**config.mk**
```make
export PLATFORM = sky130hd
export DESIGN_NAME = fft_frame_ctrl_flat
export DESIGN_NICKNAME = d
export VERILOG_FILES = /design/src/rtl/fft_frame_ctrl_pkg.sv /design/src/rtl/fft_frame_ctrl_if.sv /design/src/rtl/fft_frame_ctrl_peak_tracker.sv /design/src/rtl/fft_frame_ctrl.sv /design/src/flat_wrapper.sv
export SDC_FILE = /design/constraint.sdc
export NUM_CORES = 1
export LEC_CHECK = 0
export CAP_MARGIN = 20
export CORE_MARGIN = 3
export CORE_UTILIZATION = 40
export DETAILED_ROUTE_END_ITERATION = 12
export PLACE_DENSITY = 0.66
export SYNTH_ARGS = -nofsm -noshare
export SYNTH_HDL_FRONTEND = slang
export SYNTH_SLANG_ARGS = --single-unit
```
**constraint.sdc**
```tcl
create_clock -name aclk -period 6.2 [get_ports aclk]
set_clock_uncertainty 0.05 [all_clocks]
set_input_delay 0.93 -clock aclk [delete_from_list [all_inputs] [get_ports aclk]]
set_output_delay 0.93 -clock aclk [all_outputs]
set_load 0.02 [all_outputs]
```
**src/rtl/fft_frame_ctrl_pkg.sv**
```systemverilog
// Shared types and constants for the FFT frame controller.
// Holds the FSM encoding, the default config word and the sample conversion.
package fft_ctrl_pkg;

    typedef enum logic [1:0] {
        IDLE,
        CFG,
        RUN
    } state_e;

    localparam logic [15:0] CFG_WORD_DEF = 16'h0001;
    localparam int          ADC_W_DEF    = 12;
    localparam int          AMP_W_DEF    = 43;
    localparam int          DAT_W        = 16;
    localparam int          CFG_W        = 16;

    // Offset-binary ADC code to two's complement, sign-extended.
    function automatic logic [DAT_W-1:0] off2sgn(
        input logic [ADC_W_DEF-1:0] s
    );
        logic [ADC_W_DEF-1:0] f;
        f = {~s[ADC_W_DEF-1], s[ADC_W_DEF-2:0]};
        return {{(DAT_W-ADC_W_DEF){f[ADC_W_DEF-1]}}, f};
    endfunction

endpackage

```
**src/rtl/fft_frame_ctrl_if.sv**
```systemverilog
// Bus bundle between the frame controller and its surroundings.
// slave is the controller side, master the ADC/FFT side.
interface fft_frame_ctrl_if
    import fft_ctrl_pkg::*;
#(
    parameter int NFFT_LOG2 = 10,
    parameter int ADC_W     = ADC_W_DEF,
    parameter int AMP_W     = AMP_W_DEF
);

    logic                 enable;
    logic [ADC_W-1:0]     adc_data;
    logic                 adc_valid;
    logic [CFG_W-1:0]     cfg_tdata;
    logic                 cfg_tvalid;
    logic                 cfg_tready;
    logic [31:0]          dat_tdata;
    logic                 dat_tvalid;
    logic                 dat_tlast;
    logic                 dat_tready;
    logic [AMP_W-1:0]     fft_amp;
    logic                 fft_out_valid;
    logic                 fft_out_last;
    logic [NFFT_LOG2-1:0] peak_bin;
    logic [AMP_W-1:0]     peak_amp;
    logic                 frame_done;
    logic                 overrun;
    logic                 last_err;
    logic                 busy;

    modport slave (
        input  enable, adc_data, adc_valid,
        input  cfg_tready, dat_tready,
        input  fft_amp, fft_out_valid, fft_out_last,
        output cfg_tdata, cfg_tvalid,
        output dat_tdata, dat_tvalid, dat_tlast,
        output peak_bin, peak_amp, frame_done,
        output overrun, last_err, busy
    );

    modport master (
        output enable, adc_data, adc_valid,
        output cfg_tready, dat_tready,
        output fft_amp, fft_out_valid, fft_out_last,
        input  cfg_tdata, cfg_tvalid,
        input  dat_tdata, dat_tvalid, dat_tlast,
        input  peak_bin, peak_amp, frame_done,
        input  overrun, last_err, busy
    );

endinterface

```
**src/rtl/fft_frame_ctrl_peak_tracker.sv**
```systemverilog
// Output-side bin counter and per-frame peak search.
// Runs independently of the input FSM; lowest index wins on ties.
module fft_peak_tracker
    import fft_ctrl_pkg::*;
#(
    parameter int NFFT_LOG2 = 10,
    parameter int AMP_W     = AMP_W_DEF
) (
    input  logic                 clk_i,
    input  logic                 rst_i,
    input  logic [AMP_W-1:0]     amp_i,
    input  logic                 valid_i,
    input  logic                 last_i,
    input  logic                 clr_err_i,
    output logic [NFFT_LOG2-1:0] peak_bin_o,
    output logic [AMP_W-1:0]     peak_amp_o,
    output logic                 frame_done_o,
    output logic                 last_err_o
);

    localparam logic [NFFT_LOG2-1:0] LAST = '1;

    logic [NFFT_LOG2-1:0] bin_q, bin_d;
    logic [NFFT_LOG2-1:0] arg_q, arg_d;
    logic [AMP_W-1:0]     max_q, max_d;
    logic [NFFT_LOG2-1:0] pbin_q, pbin_d;
    logic [AMP_W-1:0]     pamp_q, pamp_d;
    logic                 done_q, done_d;
    logic                 err_q, err_d;

    // Running max per frame, published when the last bin goes by.
    always_comb begin
        bin_d  = bin_q;
        arg_d  = arg_q;
        max_d  = max_q;
        pbin_d = pbin_q;
        pamp_d = pamp_q;
        done_d = 1'b0;
        err_d  = err_q;
        if (clr_err_i) begin
            err_d = 1'b0;
        end
        if (valid_i) begin
            bin_d = bin_q + 1'b1;
            if ((bin_q == '0) || (amp_i > max_q)) begin
                max_d = amp_i;
                arg_d = bin_q;
            end
            if (last_i != (bin_q == LAST)) begin
                err_d = 1'b1;
            end
            if (bin_q == LAST) begin
                pbin_d = arg_d;
                pamp_d = max_d;
                done_d = 1'b1;
            end
        end
    end

    // Tracker state registers.
    always_ff @(posedge clk_i or posedge rst_i) begin
        if (rst_i) begin
            bin_q  <= '0;
            arg_q  <= '0;
            max_q  <= '0;
            pbin_q <= '0;
            pamp_q <= '0;
            done_q <= 1'b0;
            err_q  <= 1'b0;
        end else begin
            bin_q  <= bin_d;
            arg_q  <= arg_d;
            max_q  <= max_d;
            pbin_q <= pbin_d;
            pamp_q <= pamp_d;
            done_q <= done_d;
            err_q  <= err_d;
        end
    end

    assign peak_bin_o   = pbin_q;
    assign peak_amp_o   = pamp_q;
    assign frame_done_o = done_q;
    assign last_err_o   = err_q;

endmodule

```
**src/rtl/fft_frame_ctrl.sv**
```systemverilog
// FFT front/back sequencer: config handshake, ADC framing, peak report.
// Input side is a one-entry hold register feeding N-sample frames.
module fft_frame_ctrl
    import fft_ctrl_pkg::*;
#(
    parameter int          NFFT_LOG2 = 10,
    parameter int          ADC_W     = ADC_W_DEF,
    parameter int          AMP_W     = AMP_W_DEF,
    parameter logic [15:0] CFG_WORD  = CFG_WORD_DEF
) (
    input  logic            aclk,
    input  logic            arst,
    fft_frame_ctrl_if.slave bus
);

    localparam logic [NFFT_LOG2-1:0] LAST = '1;

    state_e               state_q, state_d;
    logic [NFFT_LOG2-1:0] in_cnt_q, in_cnt_d;
    logic [ADC_W-1:0]     hold_q, hold_d;
    logic                 full_q, full_d;
    logic                 ovr_q, ovr_d;

    logic xfer;
    logic frame_end;
    logic stop;
    logic load_en;
    logic cfg_entry;

    assign xfer      = full_q & bus.dat_tready;
    assign frame_end = xfer & (in_cnt_q == LAST);
    assign stop      = (state_q == RUN) & ~bus.enable
                     & (in_cnt_q == '0) & ~full_q;

    // Next state; only a clean frame boundary may return to IDLE.
    always_comb begin
        state_d   = state_q;
        cfg_entry = 1'b0;
        unique case (state_q)
            IDLE: begin
                if (bus.enable) begin
                    state_d   = CFG;
                    cfg_entry = 1'b1;
                end
            end
            CFG: begin
                if (bus.cfg_tready) begin
                    state_d = RUN;
                end
            end
            RUN: begin
                if (stop) begin
                    state_d = IDLE;
                end
            end
            default: state_d = IDLE;
        endcase
    end

    // Hold register, frame counter and overrun flag.
    // When stopping, no sample is taken on the closing transfer so the
    // controller lands on an empty boundary instead of opening a new frame.
    always_comb begin
        hold_d   = hold_q;
        full_d   = full_q;
        in_cnt_d = in_cnt_q;
        ovr_d    = ovr_q;
        load_en  = (state_q == RUN) & ~stop & ~(frame_end & ~bus.enable);
        if (cfg_entry) begin
            ovr_d = 1'b0;
        end
        if (xfer) begin
            full_d   = 1'b0;
            in_cnt_d = in_cnt_q + 1'b1;
        end
        if (load_en & bus.adc_valid) begin
            if (!full_q || xfer) begin
                hold_d = bus.adc_data;
                full_d = 1'b1;
            end else begin
                ovr_d = 1'b1;
            end
        end
    end

    // Input-side state registers.
    always_ff @(posedge aclk or posedge arst) begin
        if (arst) begin
            state_q  <= IDLE;
            in_cnt_q <= '0;
            hold_q   <= '0;
            full_q   <= 1'b0;
            ovr_q    <= 1'b0;
        end else begin
            state_q  <= state_d;
            in_cnt_q <= in_cnt_d;
            hold_q   <= hold_d;
            full_q   <= full_d;
            ovr_q    <= ovr_d;
        end
    end

    assign bus.cfg_tvalid = (state_q == CFG);
    assign bus.cfg_tdata  = (state_q == CFG) ? CFG_WORD : '0;
    assign bus.dat_tvalid = full_q;
    assign bus.dat_tdata  = full_q ? {16'h0000, off2sgn(hold_q)} : '0;
    assign bus.dat_tlast  = full_q & (in_cnt_q == LAST);
    assign bus.overrun    = ovr_q;
    assign bus.busy       = (state_q != IDLE) | full_q;

    fft_peak_tracker #(
        .NFFT_LOG2 (NFFT_LOG2),
        .AMP_W     (AMP_W)
    ) u_peak (
        .clk_i        (aclk),
        .rst_i        (arst),
        .amp_i        (bus.fft_amp),
        .valid_i      (bus.fft_out_valid),
        .last_i       (bus.fft_out_last),
        .clr_err_i    (cfg_entry),
        .peak_bin_o   (bus.peak_bin),
        .peak_amp_o   (bus.peak_amp),
        .frame_done_o (bus.frame_done),
        .last_err_o   (bus.last_err)
    );

endmodule

```
**src/flat_wrapper.sv**
```systemverilog
// flat-port wrapper written by rule: the top's interface ports become plain ports
module fft_frame_ctrl_flat import fft_ctrl_pkg::*;
#(
    parameter int          NFFT_LOG2 = 10,
    parameter int          ADC_W     = ADC_W_DEF,
    parameter int          AMP_W     = AMP_W_DEF,
    parameter logic [15:0] CFG_WORD  = CFG_WORD_DEF
)
  (aclk, arst, bus_enable, bus_adc_data, bus_adc_valid, bus_cfg_tready, bus_dat_tready, bus_fft_amp, bus_fft_out_valid, bus_fft_out_last, bus_cfg_tdata, bus_cfg_tvalid, bus_dat_tdata, bus_dat_tvalid, bus_dat_tlast, bus_peak_bin, bus_peak_amp, bus_frame_done, bus_overrun, bus_last_err, bus_busy);
  fft_frame_ctrl_if #(.NFFT_LOG2(NFFT_LOG2), .ADC_W(ADC_W), .AMP_W(AMP_W)) bus_i ();
  input  logic aclk;
  input  logic arst;
  input wire logic [$bits(bus_i.enable)-1:0] bus_enable;
  input wire logic [$bits(bus_i.adc_data)-1:0] bus_adc_data;
  input wire logic [$bits(bus_i.adc_valid)-1:0] bus_adc_valid;
  input wire logic [$bits(bus_i.cfg_tready)-1:0] bus_cfg_tready;
  input wire logic [$bits(bus_i.dat_tready)-1:0] bus_dat_tready;
  input wire logic [$bits(bus_i.fft_amp)-1:0] bus_fft_amp;
  input wire logic [$bits(bus_i.fft_out_valid)-1:0] bus_fft_out_valid;
  input wire logic [$bits(bus_i.fft_out_last)-1:0] bus_fft_out_last;
  output wire logic [$bits(bus_i.cfg_tdata)-1:0] bus_cfg_tdata;
  output wire logic [$bits(bus_i.cfg_tvalid)-1:0] bus_cfg_tvalid;
  output wire logic [$bits(bus_i.dat_tdata)-1:0] bus_dat_tdata;
  output wire logic [$bits(bus_i.dat_tvalid)-1:0] bus_dat_tvalid;
  output wire logic [$bits(bus_i.dat_tlast)-1:0] bus_dat_tlast;
  output wire logic [$bits(bus_i.peak_bin)-1:0] bus_peak_bin;
  output wire logic [$bits(bus_i.peak_amp)-1:0] bus_peak_amp;
  output wire logic [$bits(bus_i.frame_done)-1:0] bus_frame_done;
  output wire logic [$bits(bus_i.overrun)-1:0] bus_overrun;
  output wire logic [$bits(bus_i.last_err)-1:0] bus_last_err;
  output wire logic [$bits(bus_i.busy)-1:0] bus_busy;
  assign bus_i.enable = bus_enable;
  assign bus_i.adc_data = bus_adc_data;
  assign bus_i.adc_valid = bus_adc_valid;
  assign bus_i.cfg_tready = bus_cfg_tready;
  assign bus_i.dat_tready = bus_dat_tready;
  assign bus_i.fft_amp = bus_fft_amp;
  assign bus_i.fft_out_valid = bus_fft_out_valid;
  assign bus_i.fft_out_last = bus_fft_out_last;
  assign bus_cfg_tdata = bus_i.cfg_tdata;
  assign bus_cfg_tvalid = bus_i.cfg_tvalid;
  assign bus_dat_tdata = bus_i.dat_tdata;
  assign bus_dat_tvalid = bus_i.dat_tvalid;
  assign bus_dat_tlast = bus_i.dat_tlast;
  assign bus_peak_bin = bus_i.peak_bin;
  assign bus_peak_amp = bus_i.peak_amp;
  assign bus_frame_done = bus_i.frame_done;
  assign bus_overrun = bus_i.overrun;
  assign bus_last_err = bus_i.last_err;
  assign bus_busy = bus_i.busy;
  fft_frame_ctrl #(.NFFT_LOG2(NFFT_LOG2), .ADC_W(ADC_W), .AMP_W(AMP_W), .CFG_WORD(CFG_WORD)) u_core (.aclk(aclk), .arst(arst), .bus(bus_i));
endmodule
```
**Word-level counts from Yosys, hierarchy flattened**

Index checks and enable logic that the tools add are counted.

- Output and inout port bits: 108
- Bits in registers: 144
- Logic and storage cells: 70
- Bits of input ports: 63

- Eq/ne operators: 8
- $lt $le $gt $ge: 1
- $add $sub $neg: 2
- Bitwise logic cells: 16
- Reduce and logical (&&, ||, !) cells: 10
- Mux-type cells: 21

Operators by type and width:

| cell | count |
|---|---|
| $gt A43 B43 Y1 | 1 |
| $mux W43 | 1 |
| $add A10 B1 Y10 const B | 2 |
| $eq A10 B10 Y1 const B | 2 |
| $logic_not A10 Y1 | 2 |
| $mux W16 | 1 |
| $mux W1 | 14 |
| $and A1 B1 Y1 | 10 |
| $mux W10 | 1 |
| $mux W2 | 3 |
| $pmux W2 S3 | 1 |
| $not A1 Y1 | 5 |
| $ne A2 B2 Y1 const B | 2 |
| $reduce_and A2 Y1 | 2 |
| $reduce_and A3 Y1 | 1 |
| $eq A2 B1 Y1 const B | 1 |
| $eq A2 B2 Y1 const B | 1 |
| $logic_not A2 Y1 | 1 |
| $logic_or A1 B1 Y1 | 2 |
| $ne A2 B1 Y1 const B | 1 |
| $reduce_bool A2 Y1 | 1 |
| $logic_not A1 Y1 | 1 |
| $ne A1 B1 Y1 | 1 |
| $or A1 B1 Y1 | 1 |

**Longest topological paths before layout**

Gate-level depths: netlist of the first run.

- Depth in word-level cells: 9
- Gate-level depth with buffers: 12

**Modules after synthesis**

From an unflattened synthesis of the first run, not the netlist that was laid out.

- Cells, all modules: 765
- Area total of the unflattened synthesis: 7,895.1 um^2

By module, submodules not included:

| module | cells each | times used | area each (um^2) |
|---|---|---|---|
| fft_peak_tracker | 625 | 1 | 6,352.3 |
| fft_frame_ctrl | 140 | 1 | 1,542.7 |

**Least setup slack after synthesis of the first run**

No wires, ideal clock.

- Path kind: input to register
- From: input port bus_fft_amp[2]
- To: register u_core.u_peak.pamp_q[10] (netlist: u_core.u_peak.peak_amp_o[10])
- Buffers on the path: 3
- Setup slack: 3.057 ns
- Stages: 11
- Required time: 6.026 ns
- Arrival time: 2.969 ns
- Setup time: 0.124 ns
- Path through: ha_1 > a21oi_2 > a21oi_1 > a2111oi_0 > o21ai_0 > a221oi_2 > buf_6 > buf_12 > clkbuf_8 > nor3b_1 > o31a_1

- Cells in the longest elaborated chain, start to end: 3

Ends and longest elaborated chain:

| item | line | source |
|---|---|---|
| from (decl) | flat_wrapper.sv:18 | `input wire logic [$bits(bus_i.fft_amp)-1:0] bus_fft_amp;` |
| $gt A43 B43 Y1 | fft_frame_ctrl_peak_tracker.sv:45 | `if ((bin_q == '0) \|\| (amp_i > max_q)) begin` |
| $logic_or A1 B1 Y1 | fft_frame_ctrl_peak_tracker.sv:45 |  |
| $mux W43 | fft_frame_ctrl_peak_tracker.sv:45 |  |
| to (signal assigned) | fft_frame_ctrl_peak_tracker.sv:75 | `pamp_q <= pamp_d;` |
| to (decl) | fft_frame_ctrl_peak_tracker.sv:27 | `logic [AMP_W-1:0] pamp_q, pamp_d;` |

No other way between the ends.
A chain may end at the register's enable or synchronous reset.

**Worst setup path after layout of the first run**

- From: input port bus_fft_amp[42]
- To: register u_core.u_peak.pamp_q[25] (netlist: u_core.u_peak.peak_amp_o[25])

The elaborated chain is that of the path after synthesis.

==> impl_metrics.yaml, run 1 <==
clocking:
  numCtsBuffers: 17
  cts_sinks: 144
  cts_resized: 0
  clk_pin_slew_worst_paths_ns: 0.06
  postCtsSetupBuffers: 0
  cts-hold-fix-buffers: 0
  clk_path_buf_depth: 2
  root_buffer: "clkbuf_16"
  cts_tree: "yes"
  clock_latency_ns: 0.43
  cts-htree-levels: 4
setup_path:
  end_kind: "register"
  crit_arrival_ns: 4.07
  crit_type: "input pin to register"
  crit_fanout: 97
  cp-start-kind: "input pin"
  crit_required_ns: 6.46
power_and_ir_drop:
  p_leak_nw: 4.99
  ir_drop_uv: 247
  total_power_mw: 4.21
  p_per_area_nw_per_um2: 375
floorplan:
  die_w_um: 160
  start_util: 0.412
  die_h_um: 160
  fp-row-count: 55
  io_pins: 171
  dieArea_um2: 25500
  fp.coreArea_um2: 22900
placement:
  place_area_um2: 10600
  gp_congestion: 0.771
  io_buffer_count: 139
  dp_hpwl_um: 13900
synthesis:
  synth_area_per_cell_um2: 9.45
  post-synth-top-area-cell: "dfrtp_1"
  synth.area.top_cells: "dfrtp_1, ha_1, o311ai_0"
  ys_seq_elements: 144
  synth_top_area_frac: 0.382
  syn_inst: 998
  ys_seq_area_frac: 0.382
  syn_area_um2: 9430
  synth_warnings: 0
  synth_flop_cell: "dfrtp_1"
  synth-edff-count: 0
  synth-async-reset-ratio: 1.00
  ys_types: 58
timing:
  setup_viol: 0
  tightest_slew_ns: 0.959
  hold_viol: 0
  min_period_ns: 3.81
  max-slew-margin-rel: 0.361
  rsz0062_at_grt: "false"
  fin_hold_ws_ns: 0.435
  period_share: 0.615
  fmax_mhz: 262
  slew_viol_final: 0
  tns_ns: 0
global_route:
  grt_pass1_vias: 7234
  grt_usage: 0.171
  antenna_found_initial: 0
  grt_max_degree: 125
  grt.overflow.total: 0
  grt_pass1_wl_um: 36600
final_layout:
  final_common_cell: "dfrtp_1"
  syn_to_final_growth_pct: 19.1
  drive_gt1_frac: 0.0678
  antenna_cells: 0
  final_area_um2: 11200
  final_cell_mix: "dfrtp_1, clkdlybuf4s50_1, nand2_1"
  fin_nets: 1188
  fill_cells: 2197
drt:
  wl_per_cell_um: 15.2
  first_pass_iters: 5
  dr.first_iter.drc_count: 550
  drc_errors: 0
  wirelength_um: 21400
  avgViaCountPerCell: 5.39
  drtAntennaViolNets: 0
  vias: 7565
flow_run:
  cap_violations: 0
min_path:
  hold_path.class: "register to register"
outcome:
  status: "completed"
-- worst max-delay path: stages --
cell and delay [ns]:
clkdlybuf4s50_1 0.49, ha_1 0.38, nand4_4 0.14, nor4_4 0.43
nand4_2 0.18, nor4_4 0.26, buf_4 0.76, nor3b_1 0.11
o31a_1 0.30
-- layout make-up --
type | instances | area (µm²) | area share
timing repair buffer | 149 | 1500 | 0.133
clock inverter | 14 | 204 | 0.0182
tap | 313 | 392 | 0.0349
multi-input combinational | 705 | 4860 | 0.433
sequential | 144 | 3600 | 0.321
clock buffer | 18 | 439 | 0.0391
inverter | 61 | 234 | 0.0208
-- path summary, 6_finish.rpt --
kind                                                           from                                       end  slack, ns  depth (start not counted)
worst max-delay path                                bus_fft_amp[42]  u_core.u_peak.peak_amp_o[25]$_DFFE_PP0P_       2.39                          9
worst min-delay path                   u_core.hold_q[9]$_DFFE_PP0P_              u_core.hold_q[9]$_DFFE_PP0P_       0.43                          1
worst max register to register  u_core.u_peak.max_q[38]$_DFFE_PP0P_  u_core.u_peak.peak_amp_o[25]$_DFFE_PP0P_       2.94                          9
worst min register to register         u_core.hold_q[9]$_DFFE_PP0P_              u_core.hold_q[9]$_DFFE_PP0P_       0.43                          1
max in group asynchronous                                      arst        u_core.u_peak.arg_q[3]$_DFFE_PP0P_       4.07                          4
min in group asynchronous                                      arst             u_core.state_q[0]$_DFFE_PP0P_       0.74                          2
-- through the flow --
step	utilization	instances	setup WS [ns]
detailed placement	0.461	1371	1.95
global route	0.490	1404	2.06
global placement	0.461	1371	1.95
CTS	0.489	1403	2.40
floorplan	-	1028	1.35
finish	0.490	1404	2.39
-- cells in the mapped netlist, drive strengths merged, types with 2 or more instances --
library cell and n:
nor3 6, a31oi 45, buf 61, and3 4, a21oi 31, nand4b 2
nand4 15, nor2 26, nand3 60, a211oi 2, nand2 86, xnor2 16
nor3b 44, nand2b 36, ha 47, mux2 16, clkbuf 57, o21a 42
and2 11, mux2i 6, o311ai 46, dfrtp 144, xor2 3, o211ai 4
a221oi 3, o21ai 9, o2bb2ai 4, or3 2, o31a 42, o22ai 42
inv 60, nor4 6, or2b 10
-- power breakdown --
part           switching, mW  internal (mW)  leakage (nW)
Sequential             0.237           1.19          1.78
Combinational          0.902          0.757          2.91
Clock                  0.434          0.692         0.304
Total                   1.57           2.64          4.99
-- logic make-up (layout without fill, tap and decap cells) --
family,Yosys count,count (layout),synth area share
DFF,144,144,0.382
buffers and inverters,179,242,0.116
other,1,31,0.000398
muxes,22,22,0.0255
AOI/OAI and AO/OA,274,274,0.210
xor gates and xnor gates,19,19,0.0176
and+or+nand+nor,312,312,0.186
adders and majority gates,47,47,0.0623
-- registers in the layout, summed over array words and instances (netlist names) --
register / cells
u_core.u_peak.bin_q: 10
u_core.u_peak.arg_q: 10
u_core.bus.dat_tvalid: 1
u_core.bus.overrun: 1
u_core.hold_q: 12
u_core.u_peak.max_q: 43
u_core.u_peak.frame_done_o: 1
u_core.u_peak.peak_bin_o: 10
u_core.u_peak.last_err_o: 1
u_core.u_peak.peak_amp_o: 43
u_core.in_cnt_q: 10
u_core.state_q: 2
-- per-layer routing --
metal	vias to the layer above	share of wire	track usage	wire length, µm
li1	3763	-	-	-
met1	3639	0.49	0.244	10500
met2	145	0.46	0.269	9770
met3	18	0.039	0.0273	834
met4	0	0.013	0.0489	277
met5	-	0	0	0
(Power assumes the default switching activity.)
==> run 2, diff against run 1 <==
PLACE_DENSITY = 0.68   (was 0.66)
clock period = 3.5 ns   (was 6.2 ns; I/O delays follow)
==> impl_metrics.yaml, run 2 (synthesis gave the netlist of run 1 again) <==
setup_path:
  crit_type: "input pin to register"
  slowest_delay_ns: 0.49
  crit_chain: "clkdlybuf4s50_1 -> ha_1 -> a21oi_2 -> a21oi_1 -> a2111oi_0 -> o21ai_0 -> a221oi_4 -> buf_4 -> buf_12 -> nor3b_1 -> o31a_1"
  crit_fanout: 32
  r2r-end: "u_core.u_peak.peak_amp_o[3]$_DFFE_PP0P_"
  reg2regPathDepth: 11
  r2r_start: "u_core.u_peak.max_q[2]$_DFFE_PP0P_"
  crit_required_ns: 3.76
  cpMaxStageDelayCell: "clkdlybuf4s50_1"
  cp-start-kind: "input pin"
  reg2reg_slack_ns: 0.58
  end_kind: "register"
  crit_arrival_ns: 3.36
power_and_ir_drop:
  ir_drop_uv: 291
  total_power_mw: 7.62
  p_leak_nw: 5.17
  p_per_area_nw_per_um2: 660
timing:
  max-slew-margin-rel: 0.435
  setup_viol: 0
  period_share: 0.885
  worst_slack_ns: 0.404
  min_period_ns: 3.10
  tns_ns: 0
  rsz0062_at_grt: "false"
  slew_viol_final: 0
  fmax_mhz: 323
  hold_viol: 0
  tightest_slew_ns: 0.846
clocking:
  clk_path_buf_depth: 2
  clk_pin_slew_worst_paths_ns: 0.07
  root_buffer: "clkbuf_16"
  cts_sinks: 144
  numCtsBuffers: 17
  cts_tree: "yes"
  cts-hold-fix-buffers: 0
  postCtsSetupBuffers: 0
  clock_latency_ns: 0.43
  cts_resized: 0
  cts-htree-levels: 4
global_route:
  grt_max_degree: 85
  grt_usage: 0.173
  antenna_found_initial: 0
  grt_pass1_vias: 7598
  grt.overflow.total: 0
  grt_pass1_wl_um: 37400
flow_run:
  cap_violations: 0
drt:
  wl_per_cell_um: 15.3
  drc_errors: 0
  avgViaCountPerCell: 5.42
  wirelength_um: 22000
  dr.first_iter.drc_count: 503
  drtAntennaViolNets: 0
  vias: 7773
  first_pass_iters: 6
outcome:
  status: "completed"
final_layout:
  final_cell_mix: "dfrtp_1, clkdlybuf4s50_1, nand2_1"
  final_common_cell: "dfrtp_1"
  syn_to_final_growth_pct: 22.4
  antenna_cells: 0
  final_cells: 1434
  drive_gt1_frac: 0.0928
  fin_nets: 1218
placement:
  dp.cells: 1402
  io_buffer_count: 139
  dp_hpwl_um: 15300
  dp_slack_ns: -0.0727
  gp_congestion: 0.767
min_path:
  hold_path.class: "register to register"
  min_to: "u_core.u_peak.bin_q[9]$_DFFE_PP0P_"
  hold_depth: 1
  hp-start: "u_core.u_peak.bin_q[9]$_DFFE_PP0P_"
floorplan:
  start_util: 0.412
  dieArea_um2: 25500
  fp.coreArea_um2: 22900
  die_w_um: 160
  die_h_um: 160
  io_pins: 171
  fp-row-count: 55
-- run 2: changes by cell type in the layout (fill, tap and decap cells not counted), sizes merged --
cell      delta
buf         +30
bufinv       -3
inv          +3
clkinv       +1
clkinvlp     -1
-- run 2: critical path, delay by kind of cell --
kind / cells / cell delay [ns]
simple gates: 1 / 0.07
fa+ha+maj: 1 / 0.37
compound gates: 6 / 1.52
buf+inv: 3 / 0.87
-- run 2: worst max-delay path by stage --
stage              startpoint                                       end  cells past startpoint
6_report       bus_fft_amp[2]   u_core.u_peak.peak_amp_o[3]$_DFFE_PP0P_                     11
5_1_grt        bus_fft_amp[2]        u_core.u_peak.max_q[2]$_DFFE_PP0P_                     12
4_1_cts        bus_fft_amp[2]   u_core.u_peak.peak_amp_o[2]$_DFFE_PP0P_                     11
3_5_place_dp   bus_fft_amp[2]   u_core.u_peak.peak_amp_o[2]$_DFFE_PP0P_                     11
3_3_place_gp   bus_fft_amp[2]   u_core.u_peak.peak_amp_o[2]$_DFFE_PP0P_                     11
2_1_floorplan  bus_fft_amp[2]  u_core.u_peak.peak_amp_o[10]$_DFFE_PP0P_                     11
-- run 2: where the power goes --
part           switching [mW]  total (mW)  internal [mW]
Combinational            1.67        3.25           1.57
Sequential              0.417        2.53           2.11
Clock                   0.821        1.85           1.03
Total                    2.91        7.62           4.71
-- run 2: cell type report --
| class | instances | area (µm²) |
|---|---|---|
| inverter | 61 | 233 |
| sequential | 144 | 3600 |
| fill | 2106 | 11400 |
| clock buffer | 18 | 439 |
| multi-input combinational | 705 | 4860 |
| clock inverter | 14 | 146 |
| tap | 313 | 392 |
| timing repair buffer | 179 | 1860 |
-- run 2: per-stage QoR --
| step | util | area (µm²) | hold WS [ns] |
|---|---|---|---|
| 2_1_floorplan | - | 9550 | 0.395 |
| 5_1_grt | 0.504 | 11500 | 0.455 |
| 6_report | 0.504 | 11500 | 0.430 |
| 3_5_place_dp | 0.478 | 11000 | 0.414 |
| 4_1_cts | 0.504 | 11500 | 0.427 |
| 3_3_place_gp | 0.478 | 11000 | 0.414 |
-- run 2: per-layer routing --
layer	wire length, µm	up-vias	global-route usage
li1	-	3827	-
met1	10500	3769	0.240
met2	10300	157	0.277
met3	819	20	0.0289
met4	323	0	0.0545
met5	0	-	0
==> run 3, diff against run 2 <==
PLACE_DENSITY = 0.66   (was 0.68)
clock period = 3.75 ns   (was 3.5 ns; I/O delays follow)
==> impl_metrics.yaml, run 3 (synthesis gave the netlist of run 1 again) <==
timing:
  period_share: 0.855
  setup_viol: 0
  tightest_slew_ns: 0.982
  slew_viol_final: 0
  fmax_mhz: 312
  fin_hold_ws_ns: 0.405
  tns_ns: 0
  rsz0062_at_grt: "false"
  min_period_ns: 3.21
  max-slew-margin-rel: 0.345
  hold_viol: 0
  worst_slack_ns: 0.542
drt:
  drc_errors: 0
  dr.first_iter.drc_count: 468
  wirelength_um: 21500
  avgViaCountPerCell: 5.42
  first_pass_iters: 5
  wl_per_cell_um: 15.2
  drtAntennaViolNets: 0
  vias: 7692
global_route:
  grt_pass1_vias: 7173
  grt.overflow.total: 0
  grt_max_degree: 147
  grt_usage: 0.168
  grt_pass1_wl_um: 36100
  antenna_found_initial: 0
setup_path:
  end_kind: "register"
  r2r_start: "u_core.u_peak.bin_q[0]$_DFFE_PP0P_"
  cp-startpoint: "bus_fft_amp[36]"
  crit_fanout: 72
  crit_required_ns: 4.00
  crit_arrival_ns: 3.46
  crit_type: "input pin to register"
  reg2regPathDepth: 8
  cp-start-kind: "input pin"
clocking:
  clock_latency_ns: 0.43
  cts_sinks: 144
  postCtsSetupBuffers: 0
  cts_tree: "yes"
  cts-htree-levels: 4
  cts-hold-fix-buffers: 0
  numCtsBuffers: 17
  clk_pin_slew_worst_paths_ns: 0.06
  clk_path_buf_depth: 2
  root_buffer: "clkbuf_16"
  cts_resized: 0
final_layout:
  fin_util: 0.497
  final_cell_mix: "dfrtp_1, clkdlybuf4s50_1, nand2_1"
  fin_nets: 1202
  fill_cells: 2103
  drive_gt1_frac: 0.0787
  syn_to_final_growth_pct: 20.7
  final_common_cell: "dfrtp_1"
  final_area_um2: 11400
  final_cells: 1419
power_and_ir_drop:
  p_per_area_nw_per_um2: 618
  total_power_mw: 7.04
  p_leak_nw: 5.06
  ir_drop_uv: 270
placement:
  dp.cells: 1386
  place_area_um2: 10800
  gp_congestion: 0.767
  io_buffer_count: 139
  dp_slack_ns: 0.0631
  dp_hpwl_um: 14200
floorplan:
  fp-row-count: 55
  io_pins: 171
  die_w_um: 160
  start_util: 0.412
  dieArea_um2: 25500
  die_h_um: 160
  fp.coreArea_um2: 22900
min_path:
  hp-start: "bus_fft_out_valid"
  hold_path.class: "input pin to register"
  hold_depth: 3
flow_run:
  cap_violations: 0
outcome:
  status: "completed"
==> run 3: cell types whose count changed in the layout (fill, tap and decap cells not counted), moves of 2 or more <==
cell	change
buf_4	-13
buf_12	-3
inv_8	-3
clkinvlp_4	+2
==> run 3: power breakdown <==
| part | internal, mW | switching [mW] | total [mW] |
|---|---|---|---|
| Sequential | 1.97 | 0.398 | 2.37 |
| Combinational | 1.42 | 1.54 | 2.95 |
| Clock | 0.992 | 0.722 | 1.71 |
==> run 3: layout make-up <==
cell class	count	area, µm²	area share
Multi-Input combinational cell	705	4860	0.427
Sequential cell	144	3600	0.316
Timing Repair Buffer	163	1710	0.150
Clock buffer	18	429	0.0377
Tap cell	313	392	0.0344
Inverter	61	233	0.0204
Clock inverter	14	158	0.0138
Antenna cell	1	2.50	0.000220
==> run 3: worst paths after layout <==
path | end | slack [ns]
max | u_core.u_peak.peak_amp_o[13]$_DFFE_PP0P_ | 0.54
min | u_core.u_peak.bin_q[2]$_DFFE_PP0P_ | 0.41
max reg2reg | u_core.u_peak.peak_bin_o[0]$_DFFE_PP0P_ | 0.61
min reg2reg | u_core.u_peak.bin_q[9]$_DFFE_PP0P_ | 0.43
max in group asynchronous | u_core.u_peak.max_q[23]$_DFFE_PP0P_ | 2.37
min in group asynchronous | u_core.u_peak.peak_bin_o[3]$_DFFE_PP0P_ | 0.67
==> run 3: critical path: stages <==
cell and delay (ns):
clkdlybuf4s50_1 0.49, ha_1 0.36, nand4_2 0.15, nor4_4 0.45
nand4_2 0.23, nor4_4 0.47, buf_12 0.33, nor3b_1 0.09
o31a_1 0.28
==> run 3: routing by layer <==
layer	wire length, µm	GRT usage	vias up
met2	10000	0.267	161
met3	915	0.0328	19
met5	0	0	-
met1	10300	0.233	3706
met4	272	0.0501	0
li1	-	-	3806
